$ cat src/rtl/fetch_pkg.sv
// Shared types and constants for the RV32I instruction fetch stage.
package fetch_pkg;

   localparam int XLEN = 32;

   localparam logic [XLEN-1:0] RESET_PC_DEFAULT = 32'h0000_0000;
   localparam logic [XLEN-1:0] INST_NOP         = 32'h0000_0013;

   // One buffered fetch: the instruction word together with the PC it came from.
   typedef struct packed {
      logic [XLEN-1:0] pc;
      logic [XLEN-1:0] inst;
   } fetch_entry_t;

   // Sequential next PC; wraps naturally from FFFF_FFFC to 0.
   function automatic logic [XLEN-1:0] next_word_pc(input logic [XLEN-1:0] cur_pc);
      return cur_pc + XLEN'(4);
   endfunction

   // Word-align a jump/branch target by clearing the byte offset.
   function automatic logic [XLEN-1:0] align_pc(input logic [XLEN-1:0] target);
      return target & ~XLEN'(3);
   endfunction

endpackage

$ cat src/rtl/fetch_fifo.sv
// Small circular FIFO with push/pop/flush, occupancy count and registered head.
// The same push and pop may happen in one cycle; a pop frees the slot a
// simultaneous push uses, so a full FIFO can still accept when it is popped.
module fetch_fifo
   import fetch_pkg::*;
#(
   parameter int  DEPTH = 2,
   parameter type T     = logic [31:0],
   localparam int CNT_W = $clog2(DEPTH + 1),
   localparam int PTR_W = (DEPTH > 1) ? $clog2(DEPTH) : 1
) (
   input  logic             clk,
   input  logic             rst,
   input  logic             push,
   input  T                 push_data,
   input  logic             pop,
   input  logic             flush,
   output T                 head,
   output logic [CNT_W-1:0] occupancy
);

   T                 mem_q [DEPTH];
   T                 mem_d [DEPTH];
   logic [PTR_W-1:0] rd_q, rd_d;
   logic [PTR_W-1:0] wr_q, wr_d;
   logic [CNT_W-1:0] cnt_q, cnt_d;
   logic             do_push;
   logic             do_pop;

   function automatic logic [PTR_W-1:0] ptr_inc(input logic [PTR_W-1:0] p);
      return (p == PTR_W'(DEPTH - 1)) ? '0 : p + PTR_W'(1);
   endfunction

   // Next-state for storage, pointers and count; flush empties the FIFO outright.
   always_comb begin
      mem_d   = mem_q;
      rd_d    = rd_q;
      wr_d    = wr_q;
      cnt_d   = cnt_q;
      do_pop  = pop && (cnt_q != '0);
      do_push = push && ((cnt_q != CNT_W'(DEPTH)) || do_pop);
      if (flush) begin
         rd_d  = '0;
         wr_d  = '0;
         cnt_d = '0;
      end else begin
         if (do_push) begin
            mem_d[wr_q] = push_data;
            wr_d        = ptr_inc(wr_q);
         end
         if (do_pop) begin
            rd_d = ptr_inc(rd_q);
         end
         cnt_d = cnt_q + CNT_W'(do_push) - CNT_W'(do_pop);
      end
   end

   // State registers; storage is cleared on reset so the head reads as zero.
   always_ff @(posedge clk or posedge rst) begin
      if (rst) begin
         for (int i = 0; i < DEPTH; i++) begin
            mem_q[i] <= '0;
         end
         rd_q  <= '0;
         wr_q  <= '0;
         cnt_q <= '0;
      end else begin
         mem_q <= mem_d;
         rd_q  <= rd_d;
         wr_q  <= wr_d;
         cnt_q <= cnt_d;
      end
   end

   assign head      = mem_q[rd_q];
   assign occupancy = cnt_q;

endmodule

$ cat src/rtl/inst_fetch_unit.sv
// RV32I fetch stage: owns the PC, issues in-order word reads to instruction
// memory under a credit limit, buffers returned words with their PCs and
// presents them to decode. Redirects flush the buffer and squash every
// response still outstanding.
//
// Handshakes: a transfer happens on a rising edge where valid and ready are
// both high; valid never depends combinationally on ready of the same channel.
module inst_fetch_unit
   import fetch_pkg::*;
#(
   parameter logic [XLEN-1:0] RESET_PC  = RESET_PC_DEFAULT,
   parameter int              BUF_DEPTH = 2
) (
   input  logic            clk,
   input  logic            rst,
   output logic            imem_req_valid,
   input  logic            imem_req_ready,
   output logic [XLEN-1:0] imem_addr,
   input  logic            imem_rsp_valid,
   input  logic [XLEN-1:0] imem_rsp_data,
   input  logic            redirect_valid,
   input  logic [XLEN-1:0] redirect_pc,
   output logic            id_valid,
   input  logic            id_ready,
   output logic [XLEN-1:0] inst,
   output logic [XLEN-1:0] pc
);

   localparam int CNT_W = $clog2(BUF_DEPTH + 1);

   logic [XLEN-1:0]  fetch_pc_q, fetch_pc_d;
   logic [CNT_W-1:0] inflight_q, inflight_d;
   logic [CNT_W-1:0] kill_cnt_q, kill_cnt_d;

   logic [CNT_W-1:0] buf_occ;
   logic [CNT_W-1:0] pc_occ;
   logic [CNT_W:0]   credits_used;
   logic             req_accept;
   logic             rsp_kill;
   logic             buf_push;
   logic             buf_pop;
   logic [XLEN-1:0]  rsp_pc;
   fetch_entry_t     buf_in;
   fetch_entry_t     buf_head;

   // Credit check: every slot is either buffered or reserved by a request in
   // flight, so a response always has room. Requests pause during a redirect.
   always_comb begin
      credits_used   = {1'b0, inflight_q} + {1'b0, buf_occ};
      imem_req_valid = !rst && !redirect_valid && (credits_used < (CNT_W + 1)'(BUF_DEPTH));
      req_accept     = imem_req_valid && imem_req_ready;
      rsp_kill       = imem_rsp_valid && (kill_cnt_q != '0);
      buf_push       = imem_rsp_valid && !rsp_kill && !redirect_valid;
      buf_pop        = id_valid && id_ready;
      buf_in.pc      = rsp_pc;
      buf_in.inst    = imem_rsp_data;
   end

   // Next PC, in-flight count and squash count.
   always_comb begin
      fetch_pc_d = fetch_pc_q;
      inflight_d = inflight_q + CNT_W'(req_accept) - CNT_W'(imem_rsp_valid);
      kill_cnt_d = kill_cnt_q - CNT_W'(rsp_kill);
      if (redirect_valid) begin
         fetch_pc_d = align_pc(redirect_pc);
         // Everything still outstanding after this edge was fetched down the
         // old path (killed or not), so the squash count is simply the new
         // in-flight count; this also absorbs back-to-back redirects.
         kill_cnt_d = inflight_d;
      end else if (req_accept) begin
         fetch_pc_d = next_word_pc(fetch_pc_q);
      end
   end

   // Top-level state registers.
   always_ff @(posedge clk or posedge rst) begin
      if (rst) begin
         fetch_pc_q <= RESET_PC;
         inflight_q <= '0;
         kill_cnt_q <= '0;
      end else begin
         fetch_pc_q <= fetch_pc_d;
         inflight_q <= inflight_d;
         kill_cnt_q <= kill_cnt_d;
      end
   end

   // Addresses of requests in flight, popped by each response (kept or killed).
   fetch_fifo #(
      .DEPTH (BUF_DEPTH),
      .T     (logic [XLEN-1:0])
   ) u_pc_fifo (
      .clk       (clk),
      .rst       (rst),
      .push      (req_accept),
      .push_data (fetch_pc_q),
      .pop       (imem_rsp_valid),
      .flush     (1'b0),
      .head      (rsp_pc),
      .occupancy (pc_occ)
   );

   // Instruction buffer toward decode; a redirect drops all entries.
   fetch_fifo #(
      .DEPTH (BUF_DEPTH),
      .T     (fetch_entry_t)
   ) u_inst_buf (
      .clk       (clk),
      .rst       (rst),
      .push      (buf_push),
      .push_data (buf_in),
      .pop       (buf_pop),
      .flush     (redirect_valid),
      .head      (buf_head),
      .occupancy (buf_occ)
   );

   assign imem_addr = fetch_pc_q;
   assign id_valid  = (buf_occ != '0);
   assign inst      = buf_head.inst;
   assign pc        = buf_head.pc;

   // Memory must never answer a request that was not made.
   assert property (@(posedge clk) disable iff (rst) imem_rsp_valid |-> (inflight_q != '0));
   // The PC tracker holds exactly one address per outstanding request.
   assert property (@(posedge clk) disable iff (rst) pc_occ == inflight_q);

endmodule
$ cat config.mk
export PLATFORM = sky130hd
export DESIGN_NAME = inst_fetch_unit
export DESIGN_NICKNAME = d
export VERILOG_FILES = /design/src/rtl/fetch_pkg.sv /design/src/rtl/fetch_fifo.sv /design/src/rtl/inst_fetch_unit.sv
export SDC_FILE = /design/constraint.sdc
export NUM_CORES = 1
export LEC_CHECK = 0
export CORE_ASPECT_RATIO = 1.1
export CORE_UTILIZATION = 45
export DETAILED_ROUTE_END_ITERATION = 10
export PLACE_DENSITY_LB_ADDON = 0.1
export SLEW_MARGIN = 20
export SYNTH_ARGS = -nofsm -noshare
export SYNTH_HDL_FRONTEND = slang
export SYNTH_SLANG_ARGS = --single-unit
$ cat constraint.sdc
create_clock -name clk -period 8.74 [get_ports clk]
set_input_delay 1.748 -clock clk [delete_from_list [all_inputs] [get_ports clk]]
set_output_delay 1.748 -clock clk [all_outputs]
set_load 0.01 [all_outputs]
==> reports/qor.txt <==
RUN STATUS
----------------------------------------------------------------------------------------
Outcome ................................................................... finished clean

PLACE
----------------------------------------------------------------------------------------
I/O Buffers ...............................................................          161
DPL Wire Length ...........................................................      15.6 mm
Final weighted congestion in routability-driven placement .................        0.832

SETUP PATH
----------------------------------------------------------------------------------------
Largest driver fanout on the critical path ................................           31
Signal arrival time at the worst endpoint .................................      4.36 ns
Req. time, crit path ......................................................      6.99 ns
Critical Path End Type .................................................... primary output
Sort of element at the start of the critical path .........................   input port
Kind of critical path ..................................................... input port to primary output

LOGIC SYNTHESIS
----------------------------------------------------------------------------------------
Gate Count Post-Synth .....................................................          767
Fraction of the mapped netlist area in compound gates .....................       0.0331
Simple-gate share of the synthesized area .................................       0.0641
Cell types with the highest counts after synthesis ........................ sky130_fd_sc_hd__mux2_2, sky130_fd_sc_hd__dfrtp_1, sky130_fd_sc_hd__nand2_1, sky130_fd_sc_hd__clkbuf_1, sky130_fd_sc_hd__o21ai_0
Most repeated cell in the gate-level netlist after synthesis .............. sky130_fd_sc_hd__mux2_2
Mean area per synthesized cell ............................................     13.5 µm²
Share of the synthesized area in the top cell type ........................        0.548
Most used flip-flop cell after synthesis .................................. sky130_fd_sc_hd__dfrtp_1
Fraction of registers with async set or reset after synthesis .............         1.00
Number of enable-type register cells in the synthesized netlist ...........            0
Parity-gate share of the synthesized area counting xor and xnor cells .....       0.0161
Share of synthesized area occupied by flip-flops and latches ..............        0.548
Synthesis Warnings ........................................................            0
Leading post-synthesis cells by cell area ................................. sky130_fd_sc_hd__dfrtp_1, sky130_fd_sc_hd__mux2_2, sky130_fd_sc_hd__nand2_1
Post-Synthesis Cell Area ..................................................   0.0103 mm²
Area share of fa/ha/maj cells after synthesis .............................       0.0116
Yosys reg bits ............................................................          226
Combinational family with the most area after synthesis ................... multiplexers
Cell taking the most area after synthesis ................................. sky130_fd_sc_hd__dfrtp_1
Mux contribution to synthesized area ......................................        0.302
Count of distinct cell types in the synthesized netlist ...................           41

STA
----------------------------------------------------------------------------------------
Final-report hold violation count .........................................            0
Final Max Slew Viols ......................................................            0
Worst Max-Slew Pin Slew ...................................................     0.951 ns
Unrepaired setup endpoints after global routing ...........................           no
Hold WS ...................................................................     0.466 ns
Final setup violation count ...............................................            0
Achievable Freq ...........................................................      164 MHz
Portion of the clock cycle consumed by the worst path in the final layout .        0.699
Relative max-transition margin ............................................        0.365
Worst setup skew after layout .............................................    0.0108 ns
Setup TNS after final layout ..............................................         0 ns
Final critical delay including setup and external delays ..................      6.11 ns

PWR
----------------------------------------------------------------------------------------
Internal cell power .......................................................      3.10 mW
Max VDD drop ..............................................................     0.163 mV
Static leakage ............................................................      5.65 nW
P_sw ......................................................................      1.25 mW
Switching share of power ..................................................        0.287
Fraction of power consumed by sequential logic ............................        0.385
Power per cell area .......................................................   333 mW/mm²
Clock share of power ......................................................        0.251
Portion of total power attributed to combinational logic ..................        0.364

GLOBAL ROUTE
----------------------------------------------------------------------------------------
Met2 global-route usage ...................................................        0.386
First-pass GRT wire length ................................................      38.9 mm
GR Layer Usage met1 .......................................................        0.240
Total gr overflow .........................................................            0
Global-route usage over all layers ........................................        0.206
Antenna violations before repair ..........................................            0
Maximum number of pins on one net before global-route repair ..............          154
Via count of the first global-routing pass ................................         7485
Global routing met3 resource utilization ..................................       0.0310
Routing layer with the top usage in global route ..........................         met2

ROUTE
----------------------------------------------------------------------------------------
Drt first-iter violations .................................................          265
Antenna-violating nets left ...............................................            0
Post-DR wirelength/cell ...................................................      19.0 µm
Total wire length after detailed routing ..................................      23.3 mm
Via count .................................................................         6695
DRC violations left .......................................................            0
First-pass iteration count of the detailed router .........................            5
Average vias per placed instance ..........................................         5.45

CTS
----------------------------------------------------------------------------------------
Clock insertion delay at the later pin of the skew report .................      0.51 ns
Setup fix buffers added after clock tree synthesis ........................            0
TritonCTS Buffers .........................................................           25
Number of H-tree levels ...................................................            1
Clock transition at path regs .............................................      0.06 ns
Hold-fix buffers, CTS .....................................................            0
Clock net sink count ......................................................          226
Buffer depth of the longest clock path ....................................            3
Clk Tree Root Cell ........................................................ sky130_fd_sc_hd__clkbuf_16
Resized cells post-CTS ....................................................            0
CTS tree ..................................................................          yes

CELLS AND AREA
----------------------------------------------------------------------------------------
Count of inserted antenna diode cells .....................................            0
Fraction of layout instances using a drive strength above 1 ...............        0.354
Area Overhead vs Synth ....................................................        26.5%
Count of filler cells inserted in the layout ..............................         1760
Finished Core Util ........................................................        0.585
Net count reported at finish ..............................................          998

WORST HOLD PATH
----------------------------------------------------------------------------------------
Class of the tightest hold or removal check ............................... flop to flop

FLOORPLANNING
----------------------------------------------------------------------------------------
Effective utilization at floorplan ........................................        0.462
Vertical extent of the die ................................................       161 µm
Width of the die ..........................................................       146 µm
Number of rows in the core area ...........................................           57
Die Footprint .............................................................   0.0235 mm²
Top-level port count ......................................................          168
Core area .................................................................   0.0223 mm²

FLOW RUN
----------------------------------------------------------------------------------------
Number of max-cap violations ..............................................            0

## critical path: stages
cell and delay [ns]:
sky130_fd_sc_hd__clkdlybuf4s50_1 0.89, sky130_fd_sc_hd__buf_4 0.45, sky130_fd_sc_hd__or4_1 0.61, sky130_fd_sc_hd__inv_1 0.10, sky130_fd_sc_hd__clkdlybuf4s50_1 0.55
## final timing paths
path | start | endpoint | cells after the start | slack [ns]
worst min-delay path | u_pc_fifo.rd_q$_DFFE_PP0P_ | u_pc_fifo.rd_q$_DFFE_PP0P_ | 1 | 0.47
max in group asynchronous | rst | u_inst_buf.mem_q[30]$_DFFE_PP0P_ | 3 | 5.34
worst max register to register | kill_cnt_q[0]$_DFF_PP0_ | u_inst_buf.mem_q[105]$_DFFE_PP0P_ | 5 | 5.24
worst max-delay path | redirect_valid | imem_req_valid | 5 | 2.63
worst min register to register | u_pc_fifo.rd_q$_DFFE_PP0P_ | u_pc_fifo.rd_q$_DFFE_PP0P_ | 1 | 0.47
min in group asynchronous | rst | u_inst_buf.occupancy[0]$_DFF_PP0_ | 2 | 1.84
## layout make-up
cell class	instances	area (µm²)	area share
timing repair buffer	170	1680	0.129
inverter	13	61.3	0.00470
clock buffer	33	676	0.0517
tap	295	369	0.0283
multi-input combinational	483	4440	0.340
sequential	226	5660	0.433
clock inverter	9	176	0.0135
## stage by stage
stage,total power [mW],cell area [µm²],cells,setup WS [ns]
after floorplan,2.62,10300,770,0.801
after global placement,3.22,12200,1187,2.62
after detailed placement,3.29,12200,1187,2.62
after CTS,4.41,13100,1229,2.61
after global routing,4.61,13100,1229,2.47
final,4.34,13100,1229,2.63
## routing by layer
layer / vias up / wire length, µm
met5: - / 0
met1: 3432 / 9380
li1: 3073 / -
met4: 0 / 491
met2: 153 / 12500
met3: 37 / 941
## power by group through the flow
stage                     Sequential (mW)  Clock (mW)  Combinational [mW]
after floorplan                      1.61           0                1.01
after global placement               1.66           0                1.56
after detailed placement             1.69           0                1.60
after CTS                            1.67        1.12                1.61
after global routing                 1.73        1.17                1.71
final                                1.67        1.09                1.58
## sequential cells by signal, summed over array words and instances (netlist names)
| name | count |
|---|---|
| imem_addr | 30 |
| u_inst_buf.mem_q | 124 |
| inflight_q | 2 |
| u_pc_fifo.mem_q | 60 |
| u_pc_fifo.occupancy | 2 |
| u_pc_fifo.rd_q | 1 |
| kill_cnt_q | 2 |
| u_inst_buf.occupancy | 2 |
| u_inst_buf.rd_q | 1 |
| u_inst_buf.wr_q | 1 |
| u_pc_fifo.wr_q | 1 |
## cell usage in the layout, fill, tap and decap left out, drive strengths merged, types with 14 or more instances in the layout
cell type | Yosys | layout
nand3 | 15 | 15
nor2 | 14 | 14
clkbuf | 26 | 33
or4 | 16 | 16
clkdlybuf4s50 | 0 | 161
dfrtp | 226 | 226
mux2 | 276 | 276
o21ai | 18 | 18
nand2 | 33 | 33
## cell families after synthesis
family | after synthesis
mux | 277
flops | 226
compound gates | 51
fa+ha+maj | 9
buf+inv | 61
simple gates | 123
xor+xnor | 19
other cells | 1
(Power assumes the default switching activity.)
